### config.mk
export PLATFORM = sky130hd
export DESIGN_NAME = serial_add_ctrl
export DESIGN_NICKNAME = d
export VERILOG_FILES = /design/src/rtl/serial_add_pkg.sv /design/src/rtl/half_adder.sv /design/src/rtl/serial_fa_cell.sv /design/src/rtl/serial_add_ctrl.sv
export SDC_FILE = /design/constraint.sdc
export NUM_CORES = 1
export LEC_CHECK = 0
export CELL_PAD_IN_SITES_DETAIL_PLACEMENT = 1
export CELL_PAD_IN_SITES_GLOBAL_PLACEMENT = 2
export CORE_MARGIN = 1
export CORE_UTILIZATION = 34
export DETAILED_ROUTE_END_ITERATION = 10
export HOLD_SLACK_MARGIN = 0.1
export PLACE_DENSITY = 0.88
export SLEW_MARGIN = 30
export SYNTH_ARGS = -nofsm -noshare
export SYNTH_HDL_FRONTEND = slang
export SYNTH_SLANG_ARGS = --single-unit
### constraint.sdc
create_clock -name clk -period 1.75 [get_ports clk]
set_input_delay 0.175 -clock clk [delete_from_list [all_inputs] [get_ports clk]]
set_output_delay 0.175 -clock clk [all_outputs]
set_load 0.05 [all_outputs]
### src/rtl/serial_add_pkg.sv
// Shared types and constants for the bit-serial add/subtract controller.
// Latency: n/a (declarations only).
// Backpressure: n/a.
package serial_add_pkg;

    // Controller states; encodings are fixed so they stay stable across revisions.
    typedef enum logic [1:0] {
        IDLE  = 2'd0,
        SHIFT = 2'd1,
        DONE  = 2'd2
    } state_t;

    // Subtraction runs as a + ~b + 1, so the carry flop is seeded with 1.
    localparam logic SUB_CARRY_SEED = 1'b1;

endpackage

### src/rtl/half_adder.sv
// Half adder primitive: sum = a ^ b, carry = a & b.
// Latency: combinational.
// Backpressure: none.
module half_adder (
    input  logic a,
    input  logic b,
    output logic sum,
    output logic carry
);

    assign sum   = a ^ b;
    assign carry = a & b;

endmodule

### src/rtl/serial_fa_cell.sv
// One-bit full adder built from two half adders and an OR gate.
// Latency: combinational.
// Backpressure: none.
module serial_fa_cell (
    input  logic a,
    input  logic b,
    input  logic ci,
    output logic s,
    output logic co
);

    logic ha1_sum;
    logic ha1_carry;
    logic ha2_carry;

    // First stage adds the operand bits.
    half_adder u_ha1 (
        .a     (a),
        .b     (b),
        .sum   (ha1_sum),
        .carry (ha1_carry)
    );

    // Second stage folds in the incoming carry.
    half_adder u_ha2 (
        .a     (ha1_sum),
        .b     (ci),
        .sum   (s),
        .carry (ha2_carry)
    );

    // Both half-adder carries can never be high together, so OR is the majority.
    assign co = ha1_carry | ha2_carry;

endmodule

### src/rtl/serial_add_ctrl.sv
// Bit-serial W-bit add/subtract sequencer reusing a single full-adder cell.
// Latency: done pulses W cycles after the accepting edge; next accept W+2 cycles later.
// Backpressure: start is only honoured in IDLE; requests while busy are dropped, not queued.
module serial_add_ctrl
    import serial_add_pkg::*;
#(
    parameter int W = 8
) (
    input  logic         clk,
    input  logic         rst_n,
    input  logic         start,
    input  logic         sub,
    input  logic         cin,
    input  logic [W-1:0] a,
    input  logic [W-1:0] b,
    output logic         busy,
    output logic         done,
    output logic [W-1:0] sum,
    output logic         cout
);

    localparam int CNT_W = $clog2(W);

    state_t           state;
    state_t           next_state;

    logic [W-1:0]     a_sh;
    logic [W-1:0]     b_sh;
    logic [W-1:0]     r_sh;
    logic [W-1:0]     sum_q;
    logic             carry;
    logic             cout_q;
    logic [CNT_W-1:0] cnt;

    logic             cell_s;
    logic             cell_c;
    logic             accept;
    logic             last_bit;

    assign accept   = (state == IDLE) && start;
    assign last_bit = (cnt == CNT_W'(W - 1));

    // The shared cell always looks at the LSBs of the operand shifters and the carry flop.
    serial_fa_cell u_cell (
        .a  (a_sh[0]),
        .b  (b_sh[0]),
        .ci (carry),
        .s  (cell_s),
        .co (cell_c)
    );

    // State register.
    always_ff @(posedge clk or negedge rst_n) begin
        if (!rst_n) begin
            state <= IDLE;
        end else begin
            state <= next_state;
        end
    end

    // Next-state decode: IDLE waits for start, SHIFT runs W bits, DONE lasts one cycle.
    always_comb begin
        next_state = state;
        unique case (state)
            IDLE:    if (start)    next_state = SHIFT;
            SHIFT:   if (last_bit) next_state = DONE;
            DONE:                  next_state = IDLE;
            default:               next_state = IDLE;
        endcase
    end

    // Operand load on accept, then one bit per cycle through the cell while shifting.
    always_ff @(posedge clk or negedge rst_n) begin
        if (!rst_n) begin
            a_sh  <= '0;
            b_sh  <= '0;
            r_sh  <= '0;
            carry <= 1'b0;
            cnt   <= '0;
        end else if (accept) begin
            a_sh  <= a;
            b_sh  <= sub ? ~b : b;
            carry <= sub ? SUB_CARRY_SEED : cin;
            cnt   <= '0;
        end else if (state == SHIFT) begin
            a_sh  <= a_sh >> 1;
            b_sh  <= b_sh >> 1;
            r_sh  <= {cell_s, r_sh[W-1:1]};
            carry <= cell_c;
            // Hold on the final bit so the counter never leaves 0..W-1 for non-power-of-two W.
            if (!last_bit) begin
                cnt <= cnt + 1'b1;
            end
        end
    end

    // Result capture only on the last bit, so partial sums never reach the outputs.
    always_ff @(posedge clk or negedge rst_n) begin
        if (!rst_n) begin
            sum_q  <= '0;
            cout_q <= 1'b0;
        end else if ((state == SHIFT) && last_bit) begin
            sum_q  <= {cell_s, r_sh[W-1:1]};
            cout_q <= cell_c;
        end
    end

    assign busy = (state == SHIFT);
    assign done = (state == DONE);
    assign sum  = sum_q;
    assign cout = cout_q;

endmodule

==> results of run 1 <==
## logic make-up (layout without fill, tap and decap cells)
kind of cell,Yosys count,after routing,share of synthesized area [%]
XOR/XNOR,8,8,4.13
AO/OA/AOI/OAI,32,32,14.1
AND/OR/NAND/NOR,28,28,8.33
multiplexers,17,17,11.3
flip-flops,38,38,56.0
adder cells (fa/ha/maj),3,3,2.65
buffers and inverters,11,49,3.54
## stage by stage
step                      setup slack [ns]  util (%)  cell area, um^2  total power [mW]  std cells
after detailed placement             0.104      44.6             2120              3.18        233
after floorplan                      0.177         -             1700              2.58        137
final                                0.126      47.1             2240              3.87        242
after CTS                            0.104      47.1             2240              3.93        242
after global placement               0.176      44.6             2120              3.06        233
after global routing                0.0257      47.1             2240              4.11        242
## metal layers
metal	track usage [%]	vias to the layer above	share of wire (%)
met5	0	-	0
met3	4.14	6	4.6
met2	27.5	32	51
li1	-	553	-
met4	4.58	0	1.2
met1	18.6	593	43
## layout make-up
type / instances / area, um^2
clock buffer: 5 / 68.8
clock inverter: 3 / 40.0
fill: 521 / 2520
inverter: 2 / 7.51
multi-input combinational: 88 / 687
sequential: 38 / 951
tap: 67 / 83.8
timing repair buffer: 39 / 400
## timing repair
action | CTS | global route
endpoints found under the hold margin | 38 | 0
hold buffers | 1 | 0
setup endpoints to repair | 0 | 0
## report_power, final
part           total (mW)  internal (mW)  switching, mW
sequential           1.47           1.23          0.239
combinational        1.67          0.809          0.863
clock               0.732          0.419          0.312
## path summary, 6_finish.rpt
kind                                        to  slack [ns]  depth (start not counted)
hold / removal             a_sh[7]$_DFFE_PN0P_        0.47                          3
setup / recovery                        sum[7]        0.13                          1
setup reg to reg            sum[6]$_DFFE_PN0P_        0.13                          4
max in group asynchronous  b_sh[3]$_DFFE_PN0P_        0.94                          3
hold reg to reg            a_sh[2]$_DFFE_PN0P_        0.49                          2
min in group asynchronous   sum[6]$_DFFE_PN0P_        0.48                          3
## sequential cells by signal, indices dropped and copies added, names as in the netlist
name	cells
carry	1
sum	8
a_sh	8
b_sh	8
cnt	3
state	2
r_sh	7
cout	1
## layout by cell type, fill, tap and decap left out
| cell type | n |
|---|---|
| dfrtp_1 | 38 |
| clkdlybuf4s50_1 | 28 |
| mux2_2 | 17 |
| nand2_1 | 13 |
| o21ai_0 | 10 |
| xnor2_1 | 8 |
| a22oi_1 | 7 |
| nor2_1 | 6 |
| buf_4 | 6 |
| a22o_1 | 5 |
| clkbuf_8 | 5 |
| a221o_2 | 4 |
| nand3b_1 | 3 |
| o211ai_1 | 3 |
| buf_12 | 3 |
| nor2b_1 | 2 |
| inv_1 | 2 |
| ha_1 | 2 |
| clkinv_2 | 2 |
| nor2b_4 | 1 |
| o21bai_2 | 1 |
| or3b_1 | 1 |
| nand2_2 | 1 |
| nand2b_1 | 1 |
| a2bb2oi_1 | 1 |
| a21oi_1 | 1 |
| fa_1 | 1 |
| bufinv_16 | 1 |
| dlygate4sd3_1 | 1 |
| buf_2 | 1 |
==> results.md, run 1 <==
- During synthesis, Yosys emitted a total of 0 warnings.
- For the pin with the worst max-slew slack, the measured transition is roughly 0.50 ns.
- The placeable core region is between 4000 and 5000 um^2.
- The worst setup path is launched from a flip-flop.
- For this design the static power due to leakage is between 0.9 and 1 nW.
- Routability-driven placement finished with a final weighted congestion of roughly 0.69.
- In this run, distinct cell masters in the synthesized netlist total 26.
- The final setup violation count is 0.
- Yosys attributes the largest share of cell area to dfrtp_1 (56%), mux2_2 (11%), xnor2_1 (4.1%).
- In the synthesized netlist, the number of instances is about 140.
- The critical-path cell with the highest stage delay is clkdlybuf4s50_1.
- Setup repair after global routing left no endpoint under its margin.
- The count of buffers added by post-CTS timing repair for setup is 0.
- The most used flip-flop cell after synthesis is dfrtp_1.
- The final clock skew is 0.00443 ns.
- For the worst setup path, the data arrival time is 1.45 ns.
- Buffers placed on the I/O ports in this run total 31.
- In this run, synthesis inferred 0 flip-flops with an integrated enable.
- The capturing element type of the critical path is a primary output.
- The overall fraction of global-route tracks in use is ~16%.
- The worst relative slew slack is between 60% and 70%.
- In the synthesized netlist the async set-or-reset flop fraction comes to between 90% and 100%.
- In the final routed layout, each cell accounts on average for 15.1 um.
- For this run, design rule violations remaining after detail routing come to 0.
- The number of antenna violations at the first check in global routing came to 0.
- The worst stage delay on the critical path is roughly 0.8 ns.
- Relative to the synthesized area, the layout overhead comes to 31.8%.
- The total negative slack is 0 ns.
- The detailed router placed approximately 1,200 vias in this run.
- The insertion delay of the later-clocked pin in the worst-skew pair is approximately 0.29 ns.
- The startpoint identified for the worst register-to-register timing path is cnt[0]$_DFFE_PN0P_.
- The number of top-level pins is 32.
- When the netlist entered floorplanning its net count stood at approximately 160.
- The commonest cells after synthesis are dfrtp_1 (38), mux2_2 (17), nand2_1 (13).
- Using the TritonRoute via totals, the vias-per-cell ratio works out to 4.89.
- The synthesized area divided by synthesized cell count is 12.4 um^2.
- The wire length of the first global-routing pass is roughly 6300 um.
- From left edge to right edge, the die measures ~73 um.
- In this run the clock root is driven by a clkbuf_8.
- The worst hold path begins at a[7].
- The clock-pin slew reported for the worst setup and hold paths after clock tree synthesis is 0.08 ns.
- The register bit count reported by yosys is 38.
- The remaining global-route overflow is 0.
- The type of the most critical hold path is input port to flip-flop.
- The max-slew violation count was 0.
- The number of nets still failing antenna checks after routing is 0.
- Subtracting the final worst setup slack from the clock period gives roughly 1.6 ns.
- The required time at the worst-slack endpoint is between 1.5 and 2 ns.
- The largest driver fanout on the critical path is 2.
- The via count of the first global-routing pass is between 1,000 and 1,500.
- Entering global routing, the biggest net connects 39 pins.
- The number of antenna diodes in the final layout is 0.
- The violation count after the first detailed-route iteration is 55.
- Counting along the longest clock path gives a buffer depth of 2.
- The number of detailed-routing iterations run before antenna repair is 4.
- Power spread over the standard cell area amounts to roughly 1700 nW/um^2.
- The top-area cell type share of the netlist area is around 56%.
- Clock tree synthesis inserted a total of 5 buffers.
- The share of layout cells above drive strength 1 is between 20% and 30%.
- The final hold violation count is 0.
- Summed over all nets, the half-perimeter wirelength after detailed placement is 2640 um.
- The final critical-path share of the clock period is 92.8%.
- The critical path is of the flip-flop to primary output type.
- The buffers plus inverters on the worst setup path is 1.
- TritonCTS built the clock tree.
- The number of placement rows is 25.
- The startpoint of the most critical setup path is sum[7]$_DFFE_PN0P_.
- Walking the worst path, the cells encountered are clkdlybuf4s50_1.
- The most common cell in the synthesized netlist is dfrtp_1.
- The kind of cell with the highest combined delay along the critical path is buffers and inverters.
- The largest vdd supply drop is 0.628 mV.
- The initial cell density of the core is between 30% and 40%.
- The run finished with clean final reports.
- The die outline height is slightly above 70 um.
- The highest achievable clock rate is around 600 MHz.
- The post-detailed-routing wire length is 3660 um.
- The clock sink total is 38.
- The number of maximum-capacitance violations is 0.
- The largest area contributor in the synthesized netlist is dfrtp_1.
- The count of instances resized after the clock tree is built is 0.
- The hold slack is between 0.4 and 0.5 ns.
- The summed instance area of the synthesized netlist is ~1700 um^2.
- The share of the Yosys chip area taken by registers is 56.0%.
- The floorplan die area is 5280 um^2.
- The level count of the clock H-tree is 2.
- The net count of the finished layout is roughly 200.
(Power assumes the default switching activity.)
==> inputs of run 2 (changes only) <==
--- a/config.mk
+++ b/config.mk
@@ -10,7 +10,6 @@
 export CORE_MARGIN = 1
 export CORE_UTILIZATION = 34
 export DETAILED_ROUTE_END_ITERATION = 10
-export HOLD_SLACK_MARGIN = 0.1
 export PLACE_DENSITY = 0.88
 export SLEW_MARGIN = 30
 export SYNTH_ARGS = -nofsm -noshare
==> results of run 2 <==
No change in the layout: final DEF, timing and power equal those of run 1.
==> inputs of run 3 (changes only) <==
--- a/config.mk
+++ b/config.mk
@@ -7,9 +7,11 @@
 export LEC_CHECK = 0
 export CELL_PAD_IN_SITES_DETAIL_PLACEMENT = 1
 export CELL_PAD_IN_SITES_GLOBAL_PLACEMENT = 2
+export CORE_ASPECT_RATIO = 0.7
 export CORE_MARGIN = 1
 export CORE_UTILIZATION = 34
 export DETAILED_ROUTE_END_ITERATION = 10
+export GPL_TIMING_DRIVEN = 0
 export PLACE_DENSITY = 0.88
 export SLEW_MARGIN = 30
 export SYNTH_ARGS = -nofsm -noshare
==> run 3 against run 2 <==
Flip-flop and latch count is the same. Die area is essentially flat. Highest routed layer unchanged. Core utilization shrank 1.1 points. Combinational power shrank 4%. Sequential power is essentially flat. Total power shrank 4.3%. Clock-buffer cell count grew 1. Design area shrank 1.7%. Sequential share of layout area grew 0.81 points. Register-to-register slack gained 0.02 ns. Clock power shrank 13%. Clock skew shrank 0.0012 ns.
==> results.md, run 3 (same netlist as run 1, synthesis figures left out) <==
- The worst reg2reg path startpoint is cnt[0]$_DFFE_PN0P_.
- The detailed-placement wirelength estimate is 2730 um (+3.5%).
- In the layout the commonest cells are dfrtp_1 (37), clkdlybuf4s50_1 (27), mux2_2 (17), nand2_1 (13), o21ai_0 (10).
- The library cell used most frequently in the layout, excluding fill and tap cells, is dfrtp_1.
- The final clock skew is 0.00320 ns (-0.00123 ns).
- The placeable core region came to 4780 um^2 (+0.58%).
- The max-slew violation count is 0 (unchanged).
- The share of layout cells above drive strength 1 was 25.4% (+1.4 points).
- The final setup violation count is 0 (unchanged).
- The post-route DRC violation count is 0 (unchanged).
- The remaining global-route overflow was 0 (unchanged).
- The non-filler instance count after layout is 246 (+1.7%).
- The final hold violation count was 0 (unchanged).
- The final core utilization came to 46.0% (-1.1 points).
- The endpoint of the lowest-slack register-to-register path is sum[3]$_DFFE_PN0P_.
- The clock-pin slew reported for the worst setup and hold paths after clock tree synthesis was 0.08 ns (about the same).
- The data arrival time of the critical path is 1.49 ns (+0.04 ns).
- The cell total after placement was 237 (+1.7%).
- The number of nets still failing antenna checks after routing came to 0 (unchanged).
- The clock sink total is 38 (unchanged).
- The overall power after layout is 3.71 mW (-4.3%).
- The total negative slack was 0 ns (unchanged).
- The weighted congestion at the end of routability-driven global placement came to 0.777 (+12%).
- The wire length of the first global-routing pass is 6460 um (+3.2%).
- The area growth from synthesis to layout is 29.6%.
- The number of detailed-routing iterations run before antenna repair is 4 (unchanged).
- The number of antenna violations at the first check in global routing is 0 (unchanged).
- STA classifies the critical path endpoint as a primary output.
- The master cell of the clock root buffer is clkbuf_8.
- The chip width is 86.5 um (+19%).
- The largest vdd supply drop came to 0.381 mV (-39%).
- The slew at the pin closest to its max-slew limit is 0.504 ns (+0.00172 ns).
- The vias per cell was 4.91 (+0.37%).
- The final critical-path share of the clock period is 95.0% (+2.2 points).
- The worst setup path is launched from a flip-flop.
- Setup repair after global routing left no endpoint under its margin.
- The number of placement rows came to 21 (-16%).
- The die outline height is 61.1 um (-16%).
- The net count of the finished layout was 200 (+1.0%).
- The power density over the cells was 1690 nW/um^2 (-2.6%).
- The number of cells on the worst reg-to-reg path is 4 (unchanged).
- The highest achievable clock rate came to 602 MHz (-2.3%).
- The fill cell total of the finished layout is 524 (+0.58%).
- The required time at the worst-slack endpoint is 1.57 ns (about the same).
- The static leakage came to 0.958 nW (-2.2%).
- The initial cell density of the core is 35.5% (-0.21 points).
- The number of top-level pins is 32 (unchanged).
- The post-detailed-routing wire length came to 3650 um (-0.16%).
- The level count of the clock H-tree came to 2 (unchanged).
- The average wire per standard cell came to 14.8 um (-1.8%).
- TritonCTS built the clock tree.
- The insertion delay of the later-clocked pin in the worst-skew pair is 0.29 ns (about the same).
- The via count of the first global-routing pass is 1,300 (-1.2%).
- The number of maximum-capacitance violations is 0 (unchanged).
- The worst reg-to-reg setup slack is 0.15 ns (+0.02 ns).
- The number of buffers between clock root and the deepest sink was 2 (unchanged).
- The run finished with clean final reports.
- The largest net degree at the start of global routing is 28 (-28%).
- The violation count after the first detailed-route iteration is 52 (-5.5%).
- The worst relative slew slack came to 66.3% (-0.11 points).
- The type of the most critical hold path is input port to async pin.
- The clock period minus final worst setup slack is 1.66 ns (+0.0384 ns).
- The quantity of I/O buffers inserted on ports is 30 (-3.2%).
- The overall fraction of global-route tracks in use is 16.5% (+0.88 points).
- The number of buffers created by CTS is 5 (unchanged).
- The floorplan die area is 5280 um^2 (about the same).
- The critical path is of the flip-flop to primary output type.
- The via total after detailed routing is 1,208 (+2.0%).
- The largest driver fanout on the critical path came to 10 (+8).
- The total inserted antenna cells is 0 (unchanged).
==> run 3: how the worst max path moves through the flow <==
stage,start,endpoint,slack [ns],cells after the start
2_1_floorplan,state[1]$_DFFE_PN0P_,done,0.18,2
5_1_grt,state[0]$_DFFE_PN0P_,done,0.02,4
3_3_place_gp,rst_n,b_sh[5]$_DFFE_PN0P_,-0.32,1
6_report,state[0]$_DFFE_PN0P_,done,0.09,4
3_5_place_dp,state[1]$_DFFE_PN0P_,done,-0.29,3
4_1_cts,state[0]$_DFFE_PN0P_,done,0.05,4
==> run 3: through the flow <==
stage / instance area (um^2) / worst slack, ns / hold slack (ns)
2_1_floorplan: 1700 / 0.177 / -0.121
3_3_place_gp: 2080 / -0.316 / 0.463
3_5_place_dp: 2100 / -0.286 / 0.0753
4_1_cts: 2200 / 0.0461 / 0.297
5_1_grt: 2200 / 0.0248 / 0.303
6_report: 2200 / 0.0878 / 0.293
==> run 3: worst max-delay path, cell delays in order, from the launching register on <==
cell and delay, ns:
dfrtp_1 0.42, buf_4 0.19, buf_2 0.19, nor2b_1 0.15
clkbuf_4 0.25
==> run 3: routing by layer <==
layer | up-vias | GRT usage, % | part of all wire [%]
met2 | 33 | 27.8 | 47
li1 | 561 | - | -
met1 | 608 | 20.9 | 46
met4 | 0 | 5.71 | 1.4
met3 | 6 | 4.56 | 4.9
met5 | - | 0 | 0
==> run 3: timing repair <==
item                                    in CTS  in global routing
endpoints found under the setup margin       2                  1
buffers inserted                             0                  0
endpoints found under the hold margin       11                  0
gates resized for setup                     12                  1
hold buffers                                 1                  0
cloned                                       0                  0
==> run 3: layout make-up <==
| cell class | count | area (um^2) | area share, % |
|---|---|---|---|
| buffer | 9 | 53.8 | 2.45 |
| clock buffer | 6 | 82.6 | 3.75 |
| clock inverter | 2 | 12.5 | 0.569 |
| inverter | 2 | 7.51 | 0.341 |
| multi-input combinational | 88 | 687 | 31.2 |
| sequential | 38 | 952 | 43.3 |
| tap | 69 | 86.3 | 3.92 |
| timing repair buffer | 32 | 318 | 14.4 |
==> run 3: where the power goes <==
| group | internal, mW | switching, mW |
|---|---|---|
| sequential | 1.23 | 0.226 |
| combinational | 0.747 | 0.866 |
| clock | 0.317 | 0.320 |
| total | 2.29 | 1.41 |
==> RTL edit 1, RTL diff (flow settings as in run 1) <==
Reset style: synchronous (`rst_n`), changed in 3 clocked blocks.
--- a/src/rtl/serial_add_ctrl.sv
+++ b/src/rtl/serial_add_ctrl.sv
@@ -50,7 +50,7 @@
     );
 
     // State register.
-    always_ff @(posedge clk or negedge rst_n) begin
+    always_ff @(posedge clk) begin
         if (!rst_n) begin
             state <= IDLE;
         end else begin
@@ -70,7 +70,7 @@
     end
 
     // Operand load on accept, then one bit per cycle through the cell while shifting.
-    always_ff @(posedge clk or negedge rst_n) begin
+    always_ff @(posedge clk) begin
         if (!rst_n) begin
             a_sh  <= '0;
             b_sh  <= '0;
@@ -95,7 +95,7 @@
     end
 
     // Result capture only on the last bit, so partial sums never reach the outputs.
-    always_ff @(posedge clk or negedge rst_n) begin
+    always_ff @(posedge clk) begin
         if (!rst_n) begin
             sum_q  <= '0;
             cout_q <= 1'b0;
Behaviour: differs if rst_n is asserted again (counterexample within 4 cycles, from zero or initial values and one cycle with rst_n low); with rst_n held inactive, the same outputs for 10 cycles.
==> RTL edit 1 against run 1 <==
Sequential share of layout area fell by 9.0 points; wire length fell by 0.77%; worst setup slack improved by 0.0066 ns; cell area rose by 1.5%; area after synthesis rose by 3.2%; fmax rose by 0.41%; synthesized cell count rose by 43%; sequential cell count did not move; via count rose by 22%; highest routed layer unchanged.
Power is not compared: it rests on default switching activity, and its combinational part moved more than twofold at a synthesized area within 25%.
==> RTL edit 1: results <==
[outcome]
status = finished clean

[drt]
drt_iter0_markers = 35
vias = 1446
wirelength_um = 3627

[worst_setup_path]
r2r_end = sum[7]$_SDFFE_PN0P_
reg2reg_depth = 5
r2r_setup_slack_ns = 0.33

[finish]
fillers = 566
layout-drive-gt1-share_pct = 13.66
area_growth_syn_to_layout_pct = 29.71

[placed_design]
place_ws_ns = 0.2260
dpl_cell_area_um2 = 2125
place_congestion = 0.7206

[yosys]
synth.area.mux_share_pct = 0.6429
synth-compound-area-share_pct = 19.36
seq_area_frac_synth_pct = 43.43
ys_types = 38
synth_cells = 196
synthXorXnorAreaFrac_pct = 4.500
synthesis.nets = 220
synthAdderAreaFrac_pct = 2.571

[sta]
hold_ws_ns = 0.4556
skew_ns = 0.003635
period_share_pct = 92.40
max-slew-margin-rel_pct = 66.72

[hold_path]
whs_endpoint = sum[1]$_SDFFE_PN0P_
## RTL edit 1: worst max path at each step
stage	startpoint	to	cells past startpoint
after floorplan	state[1]$_SDFFE_PN0P_	done	3
after global placement	start	a_sh[4]$_SDFFE_PN0P_	4
after detailed placement	start	a_sh[4]$_SDFFE_PN0P_	4
after CTS	state[0]$_SDFFE_PN0P_	busy	4
after global routing	cout$_SDFFE_PN0P_	cout	1
final	cout$_SDFFE_PN0P_	cout	1
## RTL edit 1: layer usage
layer,vias to the layer above,share of wire [%],routed length (um),track usage (%)
met4,0,1.0,38,5.128
met2,28,49,1766,24.87
met3,4,2.6,95,3.292
li1,735,-,-,-
met5,-,0,0,0
met1,679,48,1727,18.62
## RTL edit 1: area by class of cell
type / count / share of cell area (%)
multi-input cells: 138 / 37.94
flip-flops and latches: 38 / 33.48
repair buffers: 39 / 17.73
well taps: 67 / 3.689
clock buffers: 6 / 3.634
clock inverters: 2 / 2.643
inverters: 4 / 0.8811
==> RTL edit 2, RTL diff (flow settings as in run 1) <==
Without the edit above. Set the parameter `W` to 4 (it was 8).
--- a/src/rtl/serial_add_ctrl.sv
+++ b/src/rtl/serial_add_ctrl.sv
@@ -4,7 +4,7 @@
 module serial_add_ctrl
     import serial_add_pkg::*;
 #(
-    parameter int W = 8
+    parameter int W = 4
 ) (
     input  logic         clk,
     input  logic         rst_n,
Ports: changed (resized a, b and sum); port bits go from 32 to 20. The function was not compared with the original's and may differ.
==> RTL edit 2 against run 1 <==
Synthesized cell count down 42%; cell area down 43%; area after synthesis down 41%; worst setup slack worse by 0.048 ns; power down 40%; non-clock buffer count down 16; sequential power down 41%; clock power down 67%; core utilization down 1.1 points; wire length down 45%; largest cell class unchanged; final cell count down 45%; largest power group unchanged; sequential cell count down 17.
==> RTL edit 2: results <==
[global_route]
track_usage_pct = 14.22
grt_pass1_wl_um = 3491
grt_pass1_vias = 765
grt_max_degree = 22

[power]
leakage_nw = 0.5869

[sta]
skew_ns = 0.004975
tightest_slew_ns = 0.4860
period_share_pct = 95.55

[yosys]
synth_common_cells = dfrtp_1 (21), a22oi_1 (12), mux2_4 (5), o21ai_0 (5)
synth.area.top_cells = dfrtp_1 (53%), a22oi_1 (9.0%), mux2_4 (7.5%)
seq_area_frac_synth_pct = 52.57
ys_types = 28
synthesis.nets = 95

[clock_tree]
h-tree-depth = 1
clk-insertion-delay-late_ns = 0.31
cts-buffers-inserted = 3
root_buffer = clkbuf_4
path_clk_slew_ns = 0.12

[worst_setup_path]
critical_path_arrival_ns = 1.50
critPathMaxStageDelay_ns = 0.80
reg2reg_depth = 3
r2r_setup_slack_ns = 0.32

[drt]
vias_per_cell = 5.321
drt_iter0_markers = 21
wl_per_cell_um = 14.95

[placed_design]
place_congestion = 0.7523
port_buffers = 19
dp_hpwl_um = 1493
place_ws_ns = 0.2459

[finish]
layout-drive-gt1-share_pct = 21.36
final_nets = 119
fillers = 296

[outcome]
status = finished clean

[hold_path]
hp-class = in2async
-- RTL edit 2: logic make-up after synthesis --
group	synth area share, %
adder cells (fa/ha/maj)	3.254
XOR/XNOR	3.505
AO/OA/AOI/OAI	17.40
AND/OR/NAND/NOR	7.761
flip-flops	52.57
buffers and inverters	3.504
multiplexers	12.01
-- RTL edit 2: metrics by stage --
stage	cells	power [W]	instance area, um^2	hold slack [ns]	util, %
after CTS	134	0.002366	1279	0.1948	45.97
after detailed placement	130	0.002122	1251	0.5012	44.98
after global routing	134	0.002495	1279	0.2075	45.97
final	134	0.002334	1279	0.2015	45.97
after floorplan	80	0.001708	999.7	-0.1206	-
after global placement	130	0.002069	1251	0.4890	44.98
-- RTL edit 2: per-layer routing --
metal / GRT usage (%) / wire length, um
met5: 0 / 0
met4: 5.226 / 0
met3: 2.791 / 64
met2: 23.47 / 951
met1: 18.45 / 987
-- RTL edit 2: where the power goes --
group / internal [W] / switching, W / leakage (nW)
Sequential: 0.000695 / 0.000179 / 0.267
Combinational: 0.000603 / 0.000619 / 0.303
Clock: 0.0000853 / 0.000154 / 0.0177
-- RTL edit 2: final cells by class --
type,instances,area (um^2),area share (%)
Tap cell,31,38.79,3.033
Inverter,2,7.507,0.5871
Timing Repair Buffer,23,240.2,18.79
Multi-Input combinational cell,53,439.2,34.34
Sequential cell,21,525.5,41.10
Clock buffer,3,22.52,1.761
Clock inverter,1,5.005,0.3914
-- RTL edit 2: path summary, 6_finish.rpt --
check | endpoint | startpoint
worst max-delay path | cout | cout$_DFFE_PN0P_
worst min-delay path | state[0]$_DFFE_PN0P_ | rst_n
worst max register to register | r_sh[1]$_DFFE_PN0P_ | state[1]$_DFFE_PN0P_
worst min register to register | a_sh[3]$_DFFE_PN0P_ | a_sh[3]$_DFFE_PN0P_
max in group asynchronous | sum[1]$_DFFE_PN0P_ | rst_n
min in group clk | a_sh[3]$_DFFE_PN0P_ | a[3]
